--- src/rtl/pong_pkg.sv ---
// Shared definitions for the paddle-game datapath: state and direction
// encodings, default playfield geometry and a centring helper.
package pong_pkg;

    localparam logic [1:0] ST_IDLE = 2'd0;
    localparam logic [1:0] ST_MOVE = 2'd1;
    localparam logic [1:0] ST_MISS = 2'd2;

    localparam logic DIR_POS = 1'b1;
    localparam logic DIR_NEG = 1'b0;

    localparam int unsigned SCREEN_W_DEF    = 640;
    localparam int unsigned SCREEN_H_DEF    = 480;
    localparam int unsigned BALL_DEF        = 8;
    localparam int unsigned STEP_DEF        = 2;
    localparam int unsigned MISS_FRAMES_DEF = 60;

    function automatic logic [15:0] centre(input int unsigned extent, input int unsigned ball);
        return 16'((extent - ball) / 2);
    endfunction

endpackage

--- src/rtl/bounce_axis.sv ---
// One ball axis that reflects off both ends of [0, LIMIT]; moves by STEP on
// each enabled frame tick, and reloads INIT with positive direction on load.
module bounce_axis
    import pong_pkg::*;
#(
    parameter int unsigned LIMIT = 472,
    parameter int unsigned STEP  = 2,
    parameter logic [15:0] INIT  = 16'd236
) (
    input  logic        clk,
    input  logic        rst,
    input  logic        frame_tick,
    input  logic        enable,
    input  logic        load,
    output logic [15:0] pos
);

    localparam logic [15:0] LIMIT16 = 16'(LIMIT);
    localparam logic [15:0] STEP16  = 16'(STEP);

    logic dir;

    // Limits are checked before stepping so the position never wraps.
    always_ff @(posedge clk) begin
        if (rst || load) begin
            pos <= INIT;
            dir <= DIR_POS;
        end else if (frame_tick && enable) begin
            if (dir == DIR_POS) begin
                if ({1'b0, pos} + {1'b0, STEP16} >= {1'b0, LIMIT16}) begin
                    pos <= LIMIT16;
                    dir <= DIR_NEG;
                end else begin
                    pos <= pos + STEP16;
                end
            end else begin
                if (pos <= STEP16) begin
                    pos <= '0;
                    dir <= DIR_POS;
                end else begin
                    pos <= pos - STEP16;
                end
            end
        end
    end

endmodule

--- src/rtl/ball_motion.sv ---
// Frame-rate ball engine: row axis via bounce_axis, column axis inline with
// paddle return, miss detection, rally score and the IDLE/MOVE/MISS sequence.
module ball_motion
    import pong_pkg::*;
#(
    parameter int unsigned SCREEN_W    = SCREEN_W_DEF,
    parameter int unsigned SCREEN_H    = SCREEN_H_DEF,
    parameter int unsigned BALL        = BALL_DEF,
    parameter int unsigned STEP        = STEP_DEF,
    parameter int unsigned MISS_FRAMES = MISS_FRAMES_DEF
) (
    input  logic        clk,
    input  logic        rst,
    input  logic        frame_tick,
    input  logic        serve,
    input  logic        paddle_hit,
    output logic [15:0] ballrow,
    output logic [15:0] ballcol,
    output logic [7:0]  score,
    output logic        hit,
    output logic        miss,
    output logic [1:0]  state
);

    localparam logic [15:0] ROW_INIT = centre(SCREEN_H, BALL);
    localparam logic [15:0] COL_INIT = centre(SCREEN_W, BALL);
    localparam logic [15:0] COL_MAX  = 16'(SCREEN_W - BALL);
    localparam logic [15:0] STEP16   = 16'(STEP);
    localparam int unsigned CNT_W    = $clog2(MISS_FRAMES + 1);
    localparam logic [CNT_W-1:0] CNT_LAST = CNT_W'(MISS_FRAMES - 1);
    localparam logic [CNT_W-1:0] CNT_ONE  = CNT_W'(1);

    logic             dx;
    logic [CNT_W-1:0] miss_cnt;
    logic             miss_done;
    logic             recentre;

    assign miss_done = (state == ST_MISS) && frame_tick && (miss_cnt == CNT_LAST);
    assign recentre  = ((state == ST_IDLE) && serve) || miss_done;

    bounce_axis #(
        .LIMIT (SCREEN_H - BALL),
        .STEP  (STEP),
        .INIT  (ROW_INIT)
    ) u_row (
        .clk        (clk),
        .rst        (rst),
        .frame_tick (frame_tick),
        .enable     (state == ST_MOVE),
        .load       (recentre),
        .pos        (ballrow)
    );

    always_ff @(posedge clk) begin
        if (rst) begin
            state    <= ST_IDLE;
            ballcol  <= COL_INIT;
            dx       <= DIR_POS;
            score    <= '0;
            hit      <= 1'b0;
            miss     <= 1'b0;
            miss_cnt <= '0;
        end else begin
            hit  <= 1'b0;
            miss <= 1'b0;
            case (state)
                ST_IDLE: begin
                    if (serve) begin
                        state   <= ST_MOVE;
                        ballcol <= COL_INIT;
                        dx      <= DIR_POS;
                        score   <= '0;
                    end
                end
                ST_MOVE: begin
                    if (frame_tick) begin
                        if (dx == DIR_POS) begin
                            if ({1'b0, ballcol} + {1'b0, STEP16} >= {1'b0, COL_MAX}) begin
                                ballcol <= COL_MAX;
                                dx      <= DIR_NEG;
                            end else begin
                                ballcol <= ballcol + STEP16;
                            end
                        end else if (paddle_hit) begin
                            // A return beats a simultaneous left-edge arrival.
                            ballcol <= ballcol + STEP16;
                            dx      <= DIR_POS;
                            hit     <= 1'b1;
                            if (score != 8'hff) begin
                                score <= score + 8'd1;
                            end
                        end else if (ballcol <= STEP16) begin
                            ballcol  <= '0;
                            miss     <= 1'b1;
                            state    <= ST_MISS;
                            miss_cnt <= '0;
                        end else begin
                            ballcol <= ballcol - STEP16;
                        end
                    end
                end
                ST_MISS: begin
                    if (frame_tick) begin
                        if (miss_cnt == CNT_LAST) begin
                            state   <= ST_IDLE;
                            ballcol <= COL_INIT;
                            dx      <= DIR_POS;
                        end else begin
                            miss_cnt <= miss_cnt + CNT_ONE;
                        end
                    end
                end
                default: state <= ST_IDLE;
            endcase
        end
    end

endmodule

--- config.mk ---
export PLATFORM = sky130hd
export DESIGN_NAME = ball_motion
export DESIGN_NICKNAME = d
export VERILOG_FILES = /design/src/rtl/pong_pkg.sv /design/src/rtl/bounce_axis.sv /design/src/rtl/ball_motion.sv
export SDC_FILE = /design/constraint.sdc
export NUM_CORES = 1
export LEC_CHECK = 0
export ABC_AREA = 0
export CAP_MARGIN = 30
export CORE_ASPECT_RATIO = 1.75
export CORE_UTILIZATION = 30
export CTS_CLUSTER_SIZE = 10
export DETAILED_ROUTE_END_ITERATION = 12
export SYNTH_ARGS = -nofsm -noshare
export SYNTH_HDL_FRONTEND = slang
export SYNTH_SLANG_ARGS = --single-unit
--- constraint.sdc ---
create_clock -name clk -period 3.07 [get_ports clk]
set_input_delay 0.4605 -clock clk [delete_from_list [all_inputs] [get_ports clk]]
set_output_delay 0.4605 -clock clk [all_outputs]
set_load 0.02 [all_outputs]
==> summary.txt <==
Run status
  • Status: finished, violations left
  • Failing checks: design-rule violations

Critical path
  • Slowest cell on crit path: dfxtp_1
  • Crit. End Element: flip-flop
  • CP Cell Sequence: ha_1 -> nand4_2 -> or3_1 -> mux2i_1 -> or4_4 -> o21ai_4 -> o2111ai_1 -> a221o_1
  • CP Data Arrival Time: 3000 ps
  • Max stage delay on crit path: about 480 ps
  • Setup slack, reg-to-reg: 260 ps
  • Worst Path Max Fanout: 9
  • R2R Path Start: ballcol[2]
  • Worst path top cell family by delay: simple AND/OR/NAND/NOR gates
  • Crit Path Class: flip-flop to flip-flop
  • Startpoint types: flip-flop
  • R2R depth: 8
  • Worst setup path startpoint: ballcol[2]
  • Reg2reg end: ballcol[3]
  • WP buf/inv: 0
  • CP Data Required Time: about 3300 ps

Placement
  • Placer Congestion: 0.9751
  • Final HPWL DP: 8.765 mm
  • Port bufs: 46

Timing
  • Final Setup Violations: 0
  • Final Hold Fails: 0
  • Min cycle time layout: 2806 ps
  • Fmax: approximately 360 MHz
  • RSZ-0062 raised after global routing: no
  • TNS Setup: 0 ps
  • Max-slew headroom: between 40% and 50%
  • Hold Slack: 508.4 ps
  • Max Transition Viols Final: 0
  • Crit share post-route: 91.41%
  • Worst Clk Skew: 5.104 ps
  • Tightest Pin Transition: 852.6 ps

Layout
  • Core Util, Final: 37.40%
  • Ant diodes: 0
  • Share of post-route cells with drive strength above 1: around a tenth
  • Commonest non-fill, non-tap cells in the layout: nor2_1 (66), dfxtp_1 (50), nand2_1 (47), clkdlybuf4s50_1 (46), o21ai_0 (38)
  • Most common cell after layout, fill and taps aside: nor2_1
  • Nets: approximately 560
  • Synthesis-to-finish area growth: 21.65%

Power and ir drop
  • Sw Share: 25.98%
  • P_sw: slightly below 400 uW
  • P_int: 1.111 mW
  • Gate power share: 11.1%
  • VDD IR max: 0.0002268 V
  • Leak pwr: 1.532 nW
  • Part of the power in registers: 44.6%
  • Power per cell area: around 340 mW/mm^2
  • Clock share of power: between 40% and 50%

Hold path
  • Hold path startpoint: miss_cnt[3]
  • Hold Path Stages: 2
  • Hold Path Class: flip-flop to flip-flop
  • Worst hold endpoint: miss_cnt[3]

Synthesis
  • Synth Warn #: 0
  • Yosys reg bits: 50
  • Area leader, netlist: dfxtp_1
  • Syn Inst Count: between 500 and 600
  • Yosys top cell area share: between 20% and 30%
  • Post-synthesis cell area: 0.003670 mm^2
  • Post-synth EDFFs: 0
  • Async set-reset flop share out of synthesis: 0%
  • Main synth FF type: dfxtp_1
  • Count of different cell masters after synthesis: 75
  • Post-synthesis sequential area ratio: 27.28%
  • Avg Inst Size Synth: 7.310 um^2
  • Top post-synthesis cells by area: dfxtp_1 (27%), nor2_1 (6.8%), o21ai_0 (5.2%)

Global routing
  • Congestion Overflow GR: 0
  • Vias in the first global route: 3763
  • Global-route wire length before repair: 18.79 mm
  • Initial antenna violation count: 0
  • Pin count of the biggest net entering global routing: 26
  • GRT Overall Usage: 18.68%

Routing
  • DR WL/cell: 17.03 um
  • Met2 routed WL: 6.193 mm
  • DR vias: 3951
  • Routed WL: between 10 and 15 mm
  • Number of remaining DRC errors: 2
  • Top routing layer in use: met4
  • DR vias/cell: just under 6
  • First DRT Iteration DRCs: about 270
  • DRT Pass-1 Iters: 9
  • Post-Route M1 WL: 4.270 mm
  • Detail Route Antenna Nets: 0
  • DR WL met3: roughly 440 um

Die
  • FP Rows: 53
  • Core Area: 0.01194 mm^2
  • Die width: 85.61 um
  • Floorplan die height: 148.3 um
  • Initial Util: slightly above 30%
  • I/O pin count: 49
  • Total die area: 0.01270 mm^2

Clock tree
  • Post CTS Setup Buffer Count: 0
  • Num CTS Buffers: 5
  • Post-CTS Hold Buffers: 0
  • Count of clock tree sinks: 50
  • Worst-Skew Late Latency: about 300 ps
  • Post-CTS resize count: 0
  • Clock tree buffer depth: 2
  • Clock root cell: clkbuf_16
  • CTS tree: built
  • CTS H-tree lvls: 2
  • CTS clk-pin slew, worst paths: 70 ps

Flow run
  • # Max-Cap Violations: 0
## per-layer routing
layer,track usage (%),up-vias
li1,-,1904
met1,19.03,1880
met2,34.84,129
met3,2.553,38
met4,12.17,0
met5,0,-
## power by group through the flow
stage	clock network (mW)	registers [mW]	logic (mW)
2_1_floorplan	0	0.691	0.0985
3_3_place_gp	0	0.684	0.162
3_5_place_dp	0	0.685	0.164
4_1_cts	0.689	0.669	0.165
5_1_grt	0.711	0.671	0.179
6_report	0.665	0.669	0.166
## logic make-up (layout without fill, tap and decap cells)
group	Yosys count	in the layout	share of synthesized area, %
mux	7	7	1.943
simple gates	229	229	31.84
flops	50	50	27.28
compound gates	135	135	24.62
xor+xnor	20	20	4.773
buf+inv	52	92	6.716
fa+ha+maj	8	8	2.728
other cells	1	2	0.1022
## Yosys cell counts (all sizes together), types with 3 or more instances
library cell / n
nor2: 67
dfxtp: 50
nand2: 47
o21ai: 44
nand3: 31
a21oi: 25
nor3: 23
clkbuf: 20
buf: 18
inv: 14
xnor2: 14
nor4: 10
nand4: 9
or3: 9
a31oi: 8
ha: 8
mux2i: 6
or2: 6
xor2: 6
a22oi: 5
and2: 5
a21o: 4
a221o: 4
nor2b: 4
o211ai: 4
or4: 4
a21boi: 3
a22o: 3
a311oi: 3
o221ai: 3
o22ai: 3
o41ai: 3
## worst reg2reg max path: stages (launching register included)
cell       delay [ps]
dfxtp_1           480
ha_1              330
nand4_2           180
or3_1             460
mux2i_1           150
or4_4             470
o21ai_4           200
o2111ai_1         130
a221o_1           300
## cell type report
| cell class | count | area [um^2] |
|---|---|---|
| Clock buffer | 5 | 125.1 |
| Fill cell | 1256 | 7472 |
| Inverter | 14 | 52.55 |
| Clock inverter | 3 | 47.55 |
| Timing Repair Buffer | 70 | 640.6 |
| Sequential cell | 50 | 1001 |
| Multi-Input combinational cell | 401 | 2426 |
| Tap cell | 137 | 171.4 |
## registers in the layout (all words and copies together) (netlist names), 2 cells and up
register   count
miss_cnt       6
u_row.pos     15
score          8
ballcol       15
state          2
## how the worst max path moves through the flow
stage | end | slack, ps | depth (start not counted)
6_report | ballcol[3] | 260 | 8
5_1_grt | ballcol[11] | 70 | 8
4_1_cts | ballcol[3] | 260 | 8
3_5_place_dp | ballcol[3] | 280 | 8
3_3_place_gp | ballcol[3] | 330 | 8
2_1_floorplan | ballcol[3] | 310 | 7
## per-stage QoR
stage,worst slack [ps],std cells,total power [mW],instance area [um^2]
after global routing,73.43,680,1.562,4464
final,263.6,680,1.500,4464
after CTS,255.1,680,1.523,4464
after floorplan,311.9,503,0.7899,3674
after global placement,330.4,672,0.8466,4292
after detailed placement,283.6,672,0.8484,4292
No activity file was read; power rests on OpenSTA's default activity.
